**config.mk**
```make
export PLATFORM = sky130hd
export DESIGN_NAME = add_round_key_ks_flat
export DESIGN_NICKNAME = d
export VERILOG_FILES = /design/src/rtl/aes_pkg.sv /design/src/rtl/add_round_key_ks_if.sv /design/src/rtl/aes_sbox.sv /design/src/rtl/add_round_key_ks.sv /design/src/flat_wrapper.sv
export SDC_FILE = /design/constraint.sdc
export NUM_CORES = 2
export LEC_CHECK = 0
export ABC_AREA = 1
export CAP_MARGIN = 25
export CORE_AREA = 5 5 174 344
export CTS_CLUSTER_SIZE = 25
export DETAILED_ROUTE_END_ITERATION = 12
export DIE_AREA = 0 0 179 349
export HOLD_SLACK_MARGIN = 0.12
export PLACE_DENSITY = 0.79
export SYNTH_ARGS = -nofsm -noshare
export SYNTH_HDL_FRONTEND = slang
export SYNTH_SLANG_ARGS = --single-unit
```
**constraint.sdc**
```tcl
create_clock -name clk -period 7.9 [get_ports clk]
set_input_delay 1.185 -clock clk [delete_from_list [all_inputs] [get_ports clk]]
set_output_delay 1.185 -clock clk [all_outputs]
set_load 0.02 [all_outputs]
```
**src/rtl/aes_pkg.sv**
```systemverilog
// aes_pkg: shared AES constants and GF(2^8) helpers
package aes_pkg;
  localparam logic [7:0] RCON_INIT = 8'h01;
  localparam logic [3:0] NR = 4'd10;
  localparam int BYTE_W = 8;
  localparam int WORD_W = 32;
  function automatic logic [7:0] xtime(input logic [7:0] b);
    return {b[6:0], 1'b0} ^ (b[7] ? 8'h1b : 8'h00);
  endfunction
endpackage

```
**src/rtl/add_round_key_ks_if.sv**
```systemverilog
// add_round_key_ks_if: key load, state input and result output bundle
interface add_round_key_ks_if;
  logic key_load;
  logic [127:0] key_in;
  logic in_valid;
  logic in_ready;
  logic [127:0] din;
  logic out_valid;
  logic [127:0] dout;
  logic [3:0] out_round;
  modport master (
    output key_load, key_in, in_valid, din,
    input in_ready, out_valid, dout, out_round
  );
  modport slave (
    input key_load, key_in, in_valid, din,
    output in_ready, out_valid, dout, out_round
  );
endinterface

```
**src/rtl/aes_sbox.sv**
```systemverilog
// aes_sbox: combinational AES forward S-box
module aes_sbox
  import aes_pkg::*;
(
  input  logic [BYTE_W-1:0] a,
  output logic [BYTE_W-1:0] y
);
  localparam logic [0:255][7:0] SBOX = {
    128'h637c777bf26b6fc53001672bfed7ab76,
    128'hca82c97dfa5947f0add4a2af9ca472c0,
    128'hb7fd9326363ff7cc34a5e5f171d83115,
    128'h04c723c31896059a071280e2eb27b275,
    128'h09832c1a1b6e5aa0523bd6b329e32f84,
    128'h53d100ed20fcb15b6acbbe394a4c58cf,
    128'hd0efaafb434d338545f9027f503c9fa8,
    128'h51a3408f929d38f5bcb6da2110fff3d2,
    128'hcd0c13ec5f974417c4a77e3d645d1973,
    128'h60814fdc222a908846eeb814de5e0bdb,
    128'he0323a0a4906245cc2d3ac629195e479,
    128'he7c8376d8dd54ea96c56f4ea657aae08,
    128'hba78252e1ca6b4c6e8dd741f4bbd8b8a,
    128'h703eb5664803f60e613557b986c11d9e,
    128'he1f8981169d98e949b1e87e9ce5528df,
    128'h8ca1890dbfe6426841992d0fb054bb16
  };
  assign y = SBOX[a];
endmodule

```
**src/rtl/add_round_key_ks.sv**
```systemverilog
// add_round_key_ks: AES-128 AddRoundKey with on-the-fly key schedule
module add_round_key_ks
  import aes_pkg::*;
(
  input logic clk,
  input logic rst_n,
  add_round_key_ks_if.slave bus
);
  typedef enum logic [1:0] {IDLE, READY, EXPAND} state_t;
  state_t state_q, state_d;
  logic [127:0] ck_q, ck_d, rk_q, rk_d, dout_q, dout_d, next_rk;
  logic [3:0] rnd_q, rnd_d, out_round_q, out_round_d;
  logic [7:0] rcon_q, rcon_d;
  logic in_ready_q, in_ready_d, out_valid_q, out_valid_d, accept, expand, wrap;
  logic [WORD_W-1:0] rot_w, sub_w, temp, w0, w1, w2, w3;
  assign rot_w = {rk_q[23:0], rk_q[31:24]};
  for (genvar i = 0; i < 4; i++) begin : g_sbox
    aes_sbox u_sbox (.a(rot_w[BYTE_W*i +: BYTE_W]), .y(sub_w[BYTE_W*i +: BYTE_W]));
  end
  always_comb begin
    temp = sub_w ^ {rcon_q, 24'h0};
    w0 = rk_q[127:96] ^ temp;
    w1 = rk_q[95:64] ^ w0;
    w2 = rk_q[63:32] ^ w1;
    w3 = rk_q[31:0] ^ w2;
    next_rk = {w0, w1, w2, w3};
    accept = state_q == READY && bus.in_valid && !bus.key_load;
    expand = state_q == EXPAND && !bus.key_load;
    wrap = rnd_q == NR;
    state_d = bus.key_load ? READY : accept ? EXPAND : state_q == EXPAND ? READY : state_q;
    ck_d = bus.key_load ? bus.key_in : ck_q;
    rk_d = bus.key_load ? bus.key_in : expand ? (wrap ? ck_q : next_rk) : rk_q;
    rnd_d = bus.key_load ? 4'd0 : expand ? (wrap ? 4'd0 : rnd_q + 4'd1) : rnd_q;
    rcon_d = bus.key_load ? RCON_INIT : expand ? (wrap ? RCON_INIT : xtime(rcon_q)) : rcon_q;
    in_ready_d = state_d == READY;
    out_valid_d = accept;
    dout_d = accept ? bus.din ^ rk_q : dout_q;
    out_round_d = accept ? rnd_q : out_round_q;
  end
  always_ff @(posedge clk) begin
    if (!rst_n) begin
      state_q <= IDLE;
      ck_q <= '0;
      rk_q <= '0;
      rnd_q <= '0;
      rcon_q <= RCON_INIT;
      in_ready_q <= 1'b0;
      out_valid_q <= 1'b0;
      dout_q <= '0;
      out_round_q <= '0;
    end else begin
      state_q <= state_d;
      ck_q <= ck_d;
      rk_q <= rk_d;
      rnd_q <= rnd_d;
      rcon_q <= rcon_d;
      in_ready_q <= in_ready_d;
      out_valid_q <= out_valid_d;
      dout_q <= dout_d;
      out_round_q <= out_round_d;
    end
  end
  assign bus.in_ready = in_ready_q;
  assign bus.out_valid = out_valid_q;
  assign bus.dout = dout_q;
  assign bus.out_round = out_round_q;
endmodule

```
**src/flat_wrapper.sv**
```systemverilog
// flat-port wrapper written by rule: the top's interface ports become plain ports
module add_round_key_ks_flat import aes_pkg::*;
  (clk, rst_n, bus_key_load, bus_key_in, bus_in_valid, bus_din, bus_in_ready, bus_out_valid, bus_dout, bus_out_round);
  add_round_key_ks_if bus_i ();
  input logic clk;
  input logic rst_n;
  input wire logic [$bits(bus_i.key_load)-1:0] bus_key_load;
  input wire logic [$bits(bus_i.key_in)-1:0] bus_key_in;
  input wire logic [$bits(bus_i.in_valid)-1:0] bus_in_valid;
  input wire logic [$bits(bus_i.din)-1:0] bus_din;
  output wire logic [$bits(bus_i.in_ready)-1:0] bus_in_ready;
  output wire logic [$bits(bus_i.out_valid)-1:0] bus_out_valid;
  output wire logic [$bits(bus_i.dout)-1:0] bus_dout;
  output wire logic [$bits(bus_i.out_round)-1:0] bus_out_round;
  assign bus_i.key_load = bus_key_load;
  assign bus_i.key_in = bus_key_in;
  assign bus_i.in_valid = bus_in_valid;
  assign bus_i.din = bus_din;
  assign bus_in_ready = bus_i.in_ready;
  assign bus_out_valid = bus_i.out_valid;
  assign bus_dout = bus_i.dout;
  assign bus_out_round = bus_i.out_round;
  add_round_key_ks u_core (.clk(clk), .rst_n(rst_n), .bus(bus_i));
endmodule
```
==> reports/results.ini, run 1 <==
[placement]
dpl.hpwl_mm = 121.9
gp_congestion = 1.246
placement.io_buffers = 393
dp_worst_setup_slack_ns = 3.591

[cts]
root_buffer = clkbuf_16
cts_setup_buffers = 0
cts.hold.buffers_added = 0
clock_sinks = 404
cts_made_buffers = 39
cts_resized = 0
cts.path.max_buffers = 3
htreeDepth = 2

[floorplanning]
start_util = 0.5441
dieHeight_um = 349
die_x_um = 179
row_count = 124
pin_count = 394

[synth]
yosysSeqAreaShare = 0.2610
syn_inst = 5150
netlist_top_cells_area = dfxtp_1 (26%), nand3_1 (20%), nand2_1 (17%)
synth_top_cell_area_share = 0.2610
synth_fp_nets = 5470
synth_compound_area_frac = 0.1675
synthXorXnorAreaFrac = 0.03873
netlist.top_cell.by_area = dfxtp_1
syn_area_um2 = 30980
synth.distinct_cells = 36
synth-adder-area-share = 0.02423
synthMuxAreaShare = 0
ys_ff_latch = 404
yosys.area_share.simple = 0.4130
synthesis.area_per_instance_um2 = 6.016
synth_top_family_by_area = simple AND/OR/NAND/NOR gates
yosys_warnings = 0

[outcome]
error_line = [ERROR GRT-0116] Global routing finished with congestion. Check the congestion regions in the DRC Viewer.
status = stopped before the end
haltStage = global routing

[global_route]
grt_max_degree = 264
overflow = 5
first_global_vias = 40436
grt_first_pass_wirelength_mm = 267.0
gr-usage-all-layers = 0.5728

[per-stage QoR]
stage | utilization | instances | hold WS [ns] | area, um2
after floorplan | - | 5150 | 0.4136 | 30980
after CTS | 0.6294 | 6034 | 0.4434 | 35840
after detailed placement | 0.6060 | 5965 | 0.4267 | 34510
after global placement | 0.6057 | 5964 | 0.4225 | 34490
[logic make-up after synthesis]
logic type      Yosys count
xor+xnor                137
simple gates           2919
fa+ha+maj                60
flops                   404
buf+inv                 672
compound gates          958
[Yosys cell counts]
library cell	n
o21ai_0	326
inv_2	13
o211ai_1	63
buf_6	29
nand2_4	4
a31oi_1	73
nor2_2	5
nor3_1	4
buf_1	46
clkbuf_2	1
xnor2_1	129
o22ai_1	34
ha_1	60
inv_1	252
o21bai_1	30
buf_4	17
nand3_2	7
a21oi_1	409
nand2_1	1415
nand3_1	1240
xor2_1	8
inv_4	4
clkinv_1	9
a21oi_2	6
nor2_1	174
or2_2	2
a211oi_1	1
buf_2	113
a221o_1	1
dfxtp_1	404
nand3b_1	16
o21ai_1	15
nand4_1	21
clkbuf_1	188
nand2_2	29
nor3b_1	2
[per-layer routing]
layer / track usage / overflow
met4: 0.6249 / 1
met3: 0.2979 / 0
met2: 0.8262 / 4
met5: 0.02564 / 0
met1: 0.5462 / 0
==> run 2, diff against run 1 <==
Settings changed: CORE_AREA 5 5 174 344 to 5 5 285 287, CTS_CLUSTER_SIZE 25 to not set, DIE_AREA 0 0 179 349 to 0 0 290 292, HOLD_SLACK_MARGIN 0.12 to not set, PLACE_DENSITY 0.79 to not set, PLACE_DENSITY_LB_ADDON set to 0.15.
==> reports/results.ini, run 2 <==
[outcome]
status = complete, no violations

[timing]
slew_headroom = 0.2452
worst_pin_slew_ns = 1.132
post-route-min-period_ns = 4.514
slew_violations = 0
period_share = 0.5714
skew_ns = 0.03474
setup_violations = 0
final.setup.tns_ns = 0
max_freq_mhz = 221.5
rsz0062_at_grt = no
finalHoldViolCount = 0

[placement]
placement.io_buffers = 393  ; unchanged
dpl_cell_area_um2 = 34830  ; +0.95%
gp_congestion = 1.050  ; -16%
dpl.hpwl_mm = 110.7  ; -9.2%

[synth]
synthesis.area_per_instance_um2 = 6.016  ; unchanged
netlist.top_cell.by_area = dfxtp_1
ys_ff_latch = 404  ; unchanged
synth_fp_nets = 5470  ; unchanged
synth.most_common_cell = nand2_1
syn_inst = 5150  ; unchanged
synth_top_cell_area_share = 0.2610  ; unchanged
synthTopCellsByCount = nand2_1 (1415), nand3_1 (1240), a21oi_1 (409)
yosys_warnings = 0  ; unchanged
synth.distinct_cells = 36  ; unchanged
netlist_top_cells_area = dfxtp_1 (26%), nand3_1 (20%), nand2_1 (17%)
synth_flop_cell = dfxtp_1
syn_area_um2 = 30980  ; unchanged
synth_edf_count = 0  ; unchanged
yosysSeqAreaShare = 0.2610  ; unchanged
synthArstFlopShare = 0  ; unchanged

[setup_path]
criticalPathCategory = flip-flop to flip-flop
crit_top_cell = nand2_1
slowest_stage = dfxtp_1
cp.required_ns = 8.47
cp-start-kind = flip-flop
slowest_delay_ns = 0.94
path_cells = inv_1 > ha_1 > nand2_1 > nand3_1 > nand3_1 > nand3_1 > nand3_1 > nand3_1 > nand3_1 > nand2_1 > nand2_1 > nand2_1 > nand2_1 > nand2_1 > nand2_1 > nand3_1 > nand2_1 > a21oi_1
crit_fanout = 17
arrival_ns = 5.08
crit_path_end_kind = flip-flop
critPathTopFamily = simple AND/OR/NAND/NOR gates
crit_buf_inv = 1

[finish]
mostFrequentLayoutCell = nand2_1
final_cell_mix = nand2_1 (1415), nand3_1 (1239), a21oi_1 (409)
drive_above_1_share = 0.04177
layout-area-overhead-vs-synth_pct = 18.30
finish.net_count = 5574
stdcell_area_um2 = 36650

[flow_run]
drv_cap = 0

[power_and_ir_drop]
vdd_drop_max_uv = 166.0
powerDensity_nw_per_um2 = 216.1
leakage_nw = 15.91

[cts]
cts_setup_buffers = 0  ; unchanged
clock_latency_ns = 0.65
cts_resized = 0  ; unchanged
cts.path.max_buffers = 3  ; unchanged
cts_made_buffers = 50  ; +28%
htreeDepth = 2  ; unchanged
clk_pin_slew_ns = 0.06
clock_sinks = 404  ; unchanged
cts_tree = yes
root_buffer = clkbuf_16
cts.hold.buffers_added = 0  ; unchanged

[detailed_routing]
drtIter0Drc = 5595
viasPerCell = 5.972
firstDrtPassIters = 8
drc = 0
wire_per_inst_um = 24.60
vias = 37897
ant_nets = 0
totalWireLength_mm = 156.1

[floorplanning]
die_x_um = 290  ; +62%
pin_count = 394  ; unchanged
row_count = 103  ; -17%
start_util = 0.3954  ; -0.1487
core_area_um2 = 78360
dieHeight_um = 292  ; -16%
die-area_um2 = 84680

[global_route]
first_global_vias = 34506
grt_max_degree = 264
grt_first_pass_wirelength_mm = 230.3
antenna_found_initial = 8
gr-usage-all-layers = 0.3458
overflow = 0

[min_path]
hp-class = flip-flop to flip-flop

-- run 2: cell counts after synthesis --
Identical to the previous run, type by type.
-- run 2: through the flow --
stage | worst slack [ns] | utilization | hold slack (ns) | std cells | power, W
final | 3.386 | 0.4678 | 0.4401 | 6346 | 0.007922
after global routing | 3.188 | 0.4677 | 0.4565 | 6343 | 0.008293
after CTS | 3.514 | 0.4676 | 0.4421 | 6341 | 0.007869
after detailed placement | 3.505 | 0.4446 | 0.4268 | 6252 | 0.005320
after global placement | 3.433 | 0.4446 | 0.4228 | 6252 | 0.005346
after floorplan | 5.199 | - | 0.4136 | 5150 | 0.004277
-- run 2: worst paths after layout --
kind | startpoint | end | slack [ns] | cells past startpoint
setup / recovery | u_core.rk_q[0] | u_core.rk_q[8] | 3.39 | 18
hold / removal | u_core.ck_q[38] | u_core.ck_q[38] | 0.44 | 2
setup reg to reg | u_core.rk_q[0] | u_core.rk_q[8] | 3.39 | 18
hold reg to reg | u_core.ck_q[38] | u_core.ck_q[38] | 0.44 | 2
-- run 2: worst reg2reg max path, delay by kind of cell, from the launching register on --
family | cells | cell delay [ns]
AO/OA/AOI/OAI | 1 | 0.11
buffers and inverters | 1 | 0.44
flip-flops | 1 | 0.94
AND/OR/NAND/NOR | 15 | 2.29
adder cells (fa/ha/maj) | 1 | 0.70
-- run 2: cells by family after synthesis --
kind of cell,Yosys count,share of synthesized area
and+or+nand+nor,2919,0.4130
AOI/OAI and AO/OA,958,0.1675
buffers and inverters,672,0.09542
DFF,404,0.2610
xor gates and xnor gates,137,0.03873
adders and majority gates,60,0.02423
-- run 2: layout make-up --
class	instances	area [um2]
Multi-Input combinational cell	4074	19980
Fill cell	8493	41700
Inverter	278	1065
Timing Repair Buffer	446	4375
Tap cell	1050	1314
Clock inverter	20	394.1
Clock buffer	69	1413
Antenna cell	5	12.51
Sequential cell	404	8098
-- run 2: power by group --
group	switching (W)	leakage [nW]	internal [W]
sequential	0.000173	3.33	0.00217
combinational	0.00209	11.7	0.000952
clock	0.00102	0.865	0.00152
total	0.00328	15.9	0.00464
-- run 2: routing by layer --
layer  track usage  part of all wire
met3       0.07172             0.099
met5             0           0.00036
met2        0.5279              0.43
met1        0.4668              0.41
met4        0.1678             0.058
(Power assumes the default switching activity.)
